$ cat src/rtl/dbg_scan_pkg.sv
// ============================================================================
// dbg_scan_pkg: chain geometry helpers and scan FSM state type
// Rev 1.0
// ============================================================================
`default_nettype none

package dbg_scan_pkg;

  typedef enum logic [1:0] {
    ST_IDLE  = 2'd0,
    ST_SHIFT = 2'd1,
    ST_FULL  = 2'd2,
    ST_OVER  = 2'd3
  } scan_state_t;

  function automatic int chain_len(input int nch, input int w, input int tmr_w);
    return nch * (w + 1) + tmr_w + 1;
  endfunction

  // Per channel the chain holds {ovr, data[W-1:0]}, channels packed from bit 0 up.
  function automatic int ch_data_lsb(input int c, input int w);
    return c * (w + 1);
  endfunction

  function automatic int ch_ovr_bit(input int c, input int w);
    return c * (w + 1) + w;
  endfunction

  function automatic int tmr_lsb(input int nch, input int w);
    return nch * (w + 1);
  endfunction

  function automatic int tmr_en_bit(input int nch, input int w, input int tmr_w);
    return nch * (w + 1) + tmr_w;
  endfunction

endpackage

`default_nettype wire

$ cat src/rtl/dbg_ovr_timer.sv
// ============================================================================
// dbg_ovr_timer: auto-release down-counter for the debug override register
// Rev 1.0
// ============================================================================
`default_nettype none

module dbg_ovr_timer #(
  parameter int TMR_W = 16
) (
  input  logic             clk,
  input  logic             rst_n,
  input  logic             load,
  input  logic             load_en,
  input  logic [TMR_W-1:0] load_val,
  output logic             running,
  output logic             expire_now,
  output logic             expired,
  output logic [TMR_W-1:0] count
);

  logic start;

  assign start = load_en && (load_val != '0);
  // A load in the same cycle as the final decrement suppresses the expiry.
  assign expire_now = running && (count == TMR_W'(1)) && !load;

  always_ff @(posedge clk or negedge rst_n) begin
    if (!rst_n) begin
      running <= 1'b0;
      count   <= '0;
      expired <= 1'b0;
    end else begin
      expired <= expire_now;
      if (load) begin
        running <= start;
        count   <= start ? load_val : '0;
      end else if (running) begin
        count <= count - TMR_W'(1);
        if (count == TMR_W'(1)) running <= 1'b0;
      end
    end
  end

endmodule

`default_nettype wire

$ cat src/rtl/dbg_override_scan_n.sv
// ============================================================================
// dbg_override_scan_n: NCH-channel scan-loaded debug override with timeout
// Rev 1.0
// ============================================================================
`default_nettype none

module dbg_override_scan_n
  import dbg_scan_pkg::*;
#(
  parameter int NCH   = 2,
  parameter int W     = 16,
  parameter int TMR_W = 16
) (
  input  logic             clk,
  input  logic             rst_n,
  input  logic             scan_en,
  input  logic             scan_in,
  output logic             scan_out,
  input  logic             capture,
  input  logic             update,
  input  logic [NCH*W-1:0] ch_in,
  output logic [NCH*W-1:0] ch_out,
  output logic [NCH-1:0]   ovr_active,
  output logic             update_err,
  output logic             timeout_expired
);

  localparam int CHAIN_LEN  = chain_len(NCH, W, TMR_W);
  localparam int CNT_W      = $clog2(CHAIN_LEN + 2);
  localparam int TMR_LSB    = tmr_lsb(NCH, W);
  localparam int TMR_EN_BIT = tmr_en_bit(NCH, W, TMR_W);
  localparam logic [CNT_W-1:0] CNT_FULL = CNT_W'(CHAIN_LEN);
  localparam logic [CNT_W-1:0] CNT_SAT  = CNT_W'(CHAIN_LEN + 1);

  logic [CHAIN_LEN-1:0] chain;
  logic [CHAIN_LEN-1:0] chain_cap;
  logic [NCH*W-1:0]     chain_data;
  logic [NCH-1:0]       chain_ovr;
  logic [NCH*W-1:0]     shadow;
  logic [NCH-1:0]       ovr;
  logic [CNT_W-1:0]     cnt;
  scan_state_t          state;
  scan_state_t          state_nxt;

  logic do_update;
  logic do_shift;
  logic accept;
  logic reject;

  logic             tmr_running;
  logic             tmr_expire_now;
  logic [TMR_W-1:0] tmr_count;

  assign do_update = update && !capture;
  assign do_shift  = scan_en && !capture && !update;
  assign accept    = do_update && (state == ST_FULL);
  assign reject    = do_update && (state != ST_FULL);

  for (genvar c = 0; c < NCH; c++) begin : g_ch
    assign chain_cap[ch_data_lsb(c, W) +: W] = ch_in[c*W +: W];
    assign chain_cap[ch_ovr_bit(c, W)]       = ovr[c];
    assign chain_data[c*W +: W]              = chain[ch_data_lsb(c, W) +: W];
    assign chain_ovr[c]                      = chain[ch_ovr_bit(c, W)];
    assign ch_out[c*W +: W] = ovr[c] ? shadow[c*W +: W] : ch_in[c*W +: W];
  end

  assign chain_cap[TMR_LSB +: TMR_W] = tmr_count;
  assign chain_cap[TMR_EN_BIT]       = tmr_running;

  assign scan_out   = chain[0];
  assign ovr_active = ovr;

  always_ff @(posedge clk or negedge rst_n) begin
    if (!rst_n) begin
      chain      <= '0;
      cnt        <= '0;
      update_err <= 1'b0;
    end else if (capture) begin
      chain      <= chain_cap;
      cnt        <= '0;
      update_err <= 1'b0;
    end else if (do_update) begin
      cnt <= '0;
      if (reject) update_err <= 1'b1;
    end else if (do_shift) begin
      chain <= {scan_in, chain[CHAIN_LEN-1:1]};
      if (cnt != CNT_SAT) cnt <= cnt + CNT_W'(1);
    end
  end

  // Expiry only drops the override bits; shadow data survives for a later re-enable.
  always_ff @(posedge clk or negedge rst_n) begin
    if (!rst_n) begin
      shadow <= '0;
      ovr    <= '0;
    end else if (accept) begin
      shadow <= chain_data;
      ovr    <= chain_ovr;
    end else if (tmr_expire_now) begin
      ovr <= '0;
    end
  end

  always_ff @(posedge clk or negedge rst_n) begin
    if (!rst_n) state <= ST_IDLE;
    else        state <= state_nxt;
  end

  always_comb begin
    state_nxt = state;
    if (capture || update) begin
      state_nxt = ST_IDLE;
    end else if (scan_en) begin
      case (state)
        ST_IDLE, ST_SHIFT: state_nxt = ((cnt + CNT_W'(1)) == CNT_FULL) ? ST_FULL : ST_SHIFT;
        ST_FULL:           state_nxt = ST_OVER;
        ST_OVER:           state_nxt = ST_OVER;
        default:           state_nxt = ST_IDLE;
      endcase
    end
  end

  dbg_ovr_timer #(
    .TMR_W (TMR_W)
  ) u_timer (
    .clk        (clk),
    .rst_n      (rst_n),
    .load       (accept),
    .load_en    (chain[TMR_EN_BIT]),
    .load_val   (chain[TMR_LSB +: TMR_W]),
    .running    (tmr_running),
    .expire_now (tmr_expire_now),
    .expired    (timeout_expired),
    .count      (tmr_count)
  );

endmodule

`default_nettype wire
$ cat config.mk
export PLATFORM = sky130hd
export DESIGN_NAME = dbg_override_scan_n
export DESIGN_NICKNAME = d
export VERILOG_FILES = /design/src/rtl/dbg_scan_pkg.sv /design/src/rtl/dbg_ovr_timer.sv /design/src/rtl/dbg_override_scan_n.sv
export SDC_FILE = /design/constraint.sdc
export NUM_CORES = 1
export LEC_CHECK = 0
export CORE_AREA = 2 2 116 130
export DETAILED_ROUTE_END_ITERATION = 8
export DIE_AREA = 0 0 118 132
export PLACE_DENSITY_LB_ADDON = 0.12
export REMOVE_ABC_BUFFERS = 1
export SETUP_SLACK_MARGIN = 0.5
export SYNTH_ARGS = -nofsm -noshare
export SYNTH_HDL_FRONTEND = slang
export SYNTH_SLANG_ARGS = --single-unit
$ cat constraint.sdc
create_clock -name clk -period 2.39 [get_ports clk]
set_clock_uncertainty 0.2 [all_clocks]
set_input_delay 0.717 -clock clk [delete_from_list [all_inputs] [get_ports clk]]
set_output_delay 0.717 -clock clk [all_outputs]
set_load 0.05 [all_outputs]
==> impl_metrics.tcl <==
set metrics [dict create \
    status "finished clean" \
    r2r_slack_ps 590 \
    drive_above_1_share_pct 29.0 \
    via_per_inst 5.09 \
    synth.area.top_cells "dfrtp_1, mux2_2, mux2i_1" \
    synth_top_area_share_pct 50.1 \
    required_ps 1470 \
    fin_crit_sh_pct 98.1 \
    synth_commonest_cells "dfrtp_1, mux2_2, nand2_1, o21ai_0, mux2i_1" \
    antenna_found_initial 0 \
    io_pins 75 \
    slew_violations 0 \
    num_vias 4063 \
    ys_seq_elements 112 \
    final_hold_viol_count 0 \
    final_cell_area_um2 7660 \
    drt_first_pass_iters 4 \
    min_period_ps 2350 \
    p_leak_nw 3.61 \
    postPlaceCellArea_um2 7110 \
    timing.fmax_mhz 426 \
    ir_drop_mv 0.338 \
    syn_area_per_cell_um2 11.0 \
    antenna_cells 0 \
    dieArea_um2 15600 \
    rows 46 \
    die_x_um 118 \
    rsz0062_at_grt "true" \
    crit_type "input pin to output pin" \
    yosysMostFrequentCell "dfrtp_1" \
    drt_iter0_drc 224 \
    hp-class "input pin to asynchronous set/reset pin" \
    grt.overflow.total 0 \
    clock_sinks 112 \
    numPortBuffers 74 \
    synth_cells 507 \
    path_clk_slew_ps 80 \
    gp_congestion 0.803 \
    routedWlPerCell_um 16.0 \
    root_buffer "clkbuf_16" \
    drc 0 \
    total_power_mw 4.19 \
    cts_max_level 3 \
    finalWirelength_mm 12.7 \
    yosysWarnings 0 \
    synth_edf_count 0 \
    num-nets-final 645 \
    ys_seq_area_share_pct 50.1 \
    worstMarginPinSlew_ps 691 \
    utilization_pct 53.9 \
    cts_tree "yes" \
    clk_latency_ps 350 \
    grt_pass1_wl_mm 21.4 \
    numCtsBuffers 9 \
    rr_startpoint "u_timer.running" \
    maxCapViolCount 0 \
    grtUsageTotal_pct 17.0 \
    path_max_fanout 2 \
    antenna_left 0 \
    async_reset_ff_share_pct 100 \
    synth_top_cell_by_area "dfrtp_1" \
    cpLargestDelayFamily "buffers and inverters" \
    r2r_cells 4 \
    ys_types 40 \
    grt_max_degree 113 \
    cts.path.max_buffers 2 \
    critPathCaptureType "output pin" \
    grt_pass1_vias 4181 \
    worstPathCellList "dlygate4sd2_1, mux2_4, buf_12" \
    slowest_stage "mux2_4" \
    reg2reg_to "u_timer.count[15]" \
    hpwl_mm 8.01 \
    max_stage_delay_ps 300 \
    synthesis.area_um2 5590 \
    start_util_pct 39.4 \
    core_area_um2 14200 \
    fp.dieH_um 132 \
    start_kind "input pin" \
    power_density_nw_per_um2 548 \
    crit_buf_inv 2 \
    finalSetupViolCount 0 \
    relSlewSlack_pct 53.9 \
    arrival_ps 1430 \
    synth_top_flop_cell "dfrtp_1" \
    syn2layout_area_growth_pct 36.9 \
]
-- layer usage --
metal | wire length, µm | global-route usage [%]
met3 | 544 | 3.94
met4 | 212 | 5.82
met5 | 0 | 0
met1 | 6130 | 23.9
met2 | 5860 | 25.7
-- repair_timing --
item	in CTS	in global routing
setup buffers	5	2
endpoints found under the setup margin	137	74
gates resized for setup	67	15
hold buffers	0	0
cloned	2	1
pin swaps	1	0
-- sequential cells by signal, summed over array words and instances (netlist names), 2 cells and up --
register	flops
shadow	32
u_timer.count	16
ovr_active	2
cnt	6
state	2
chain	51
-- worst register-to-register path, stage by stage, from the launching register on --
cell and delay [ps]:
dfrtp_1 530, nor3b_4 340, nand3_1 150, o21a_1 190, o31a_1 270
-- metrics by stage --
step | worst slack, ps | TNS, ps | hold slack [ps] | instances
after detailed placement | -161 | -7600 | 294 | 773
after global routing | -7.75 | -7.75 | 305 | 798
after floorplan | -831 | -44790 | 221 | 472
final | 44.3 | 0 | 235 | 798
after CTS | 31.4 | 0 | 278 | 795
after global placement | -173 | -7560 | 287 | 773
-- where the power goes --
| group | leakage (nW) | internal, mW | switching [mW] |
|---|---|---|---|
| registers | 1.39 | 2.00 | 0.111 |
| clock network | 0.130 | 0.714 | 0.707 |
| logic | 2.09 | 0.329 | 0.334 |
-- cell type report --
class,count,area (µm²)
multi-input cells,353,2760
repair buffers,119,1560
well taps,192,240
fillers,1255,6560
clock inverters,5,42.5
clock buffers,10,229
inverters,7,26.3
flip-flops and latches,112,2800
-- kinds of logic after synthesis --
logic type | Yosys count | synth area share [%]
simple gates | 132 | 11.8
mux | 121 | 23.1
fa+ha+maj | 5 | 1.12
buf+inv | 42 | 3.40
compound gates | 77 | 7.65
xor+xnor | 18 | 2.82
flops | 112 | 50.1
-- worst max-delay path by stage --
stage                           end           from  cells after the start  slack [ps]
after floorplan            chain[0]         update                      3        -830
after CTS                 ch_out[5]  ovr_active[0]                      3          30
final                     ch_out[5]       ch_in[5]                      3          40
after detailed placement  ch_out[5]       ch_in[5]                      3        -160
after global placement    ch_out[5]       ch_in[5]                      3        -170
after global routing      ch_out[5]  ovr_active[0]                      3          -8
-- cells in the final DEF, fill, tap and decap left out, types with 7 or more instances in the layout --
| cell | instances |
|---|---|
| buf_12 | 43 |
| buf_4 | 32 |
| clkbuf_16 | 10 |
| dfrtp_1 | 111 |
| dlygate4sd2_1 | 32 |
| inv_1 | 7 |
| mux2_2 | 32 |
| mux2_4 | 32 |
| mux2i_1 | 56 |
| nand2_1 | 61 |
| nand3_1 | 11 |
| nand4_1 | 8 |
| nor2_1 | 19 |
| o21ai_0 | 60 |
| xnor2_1 | 8 |
| xor2_1 | 10 |
Power figures use the tool's default switching activity.
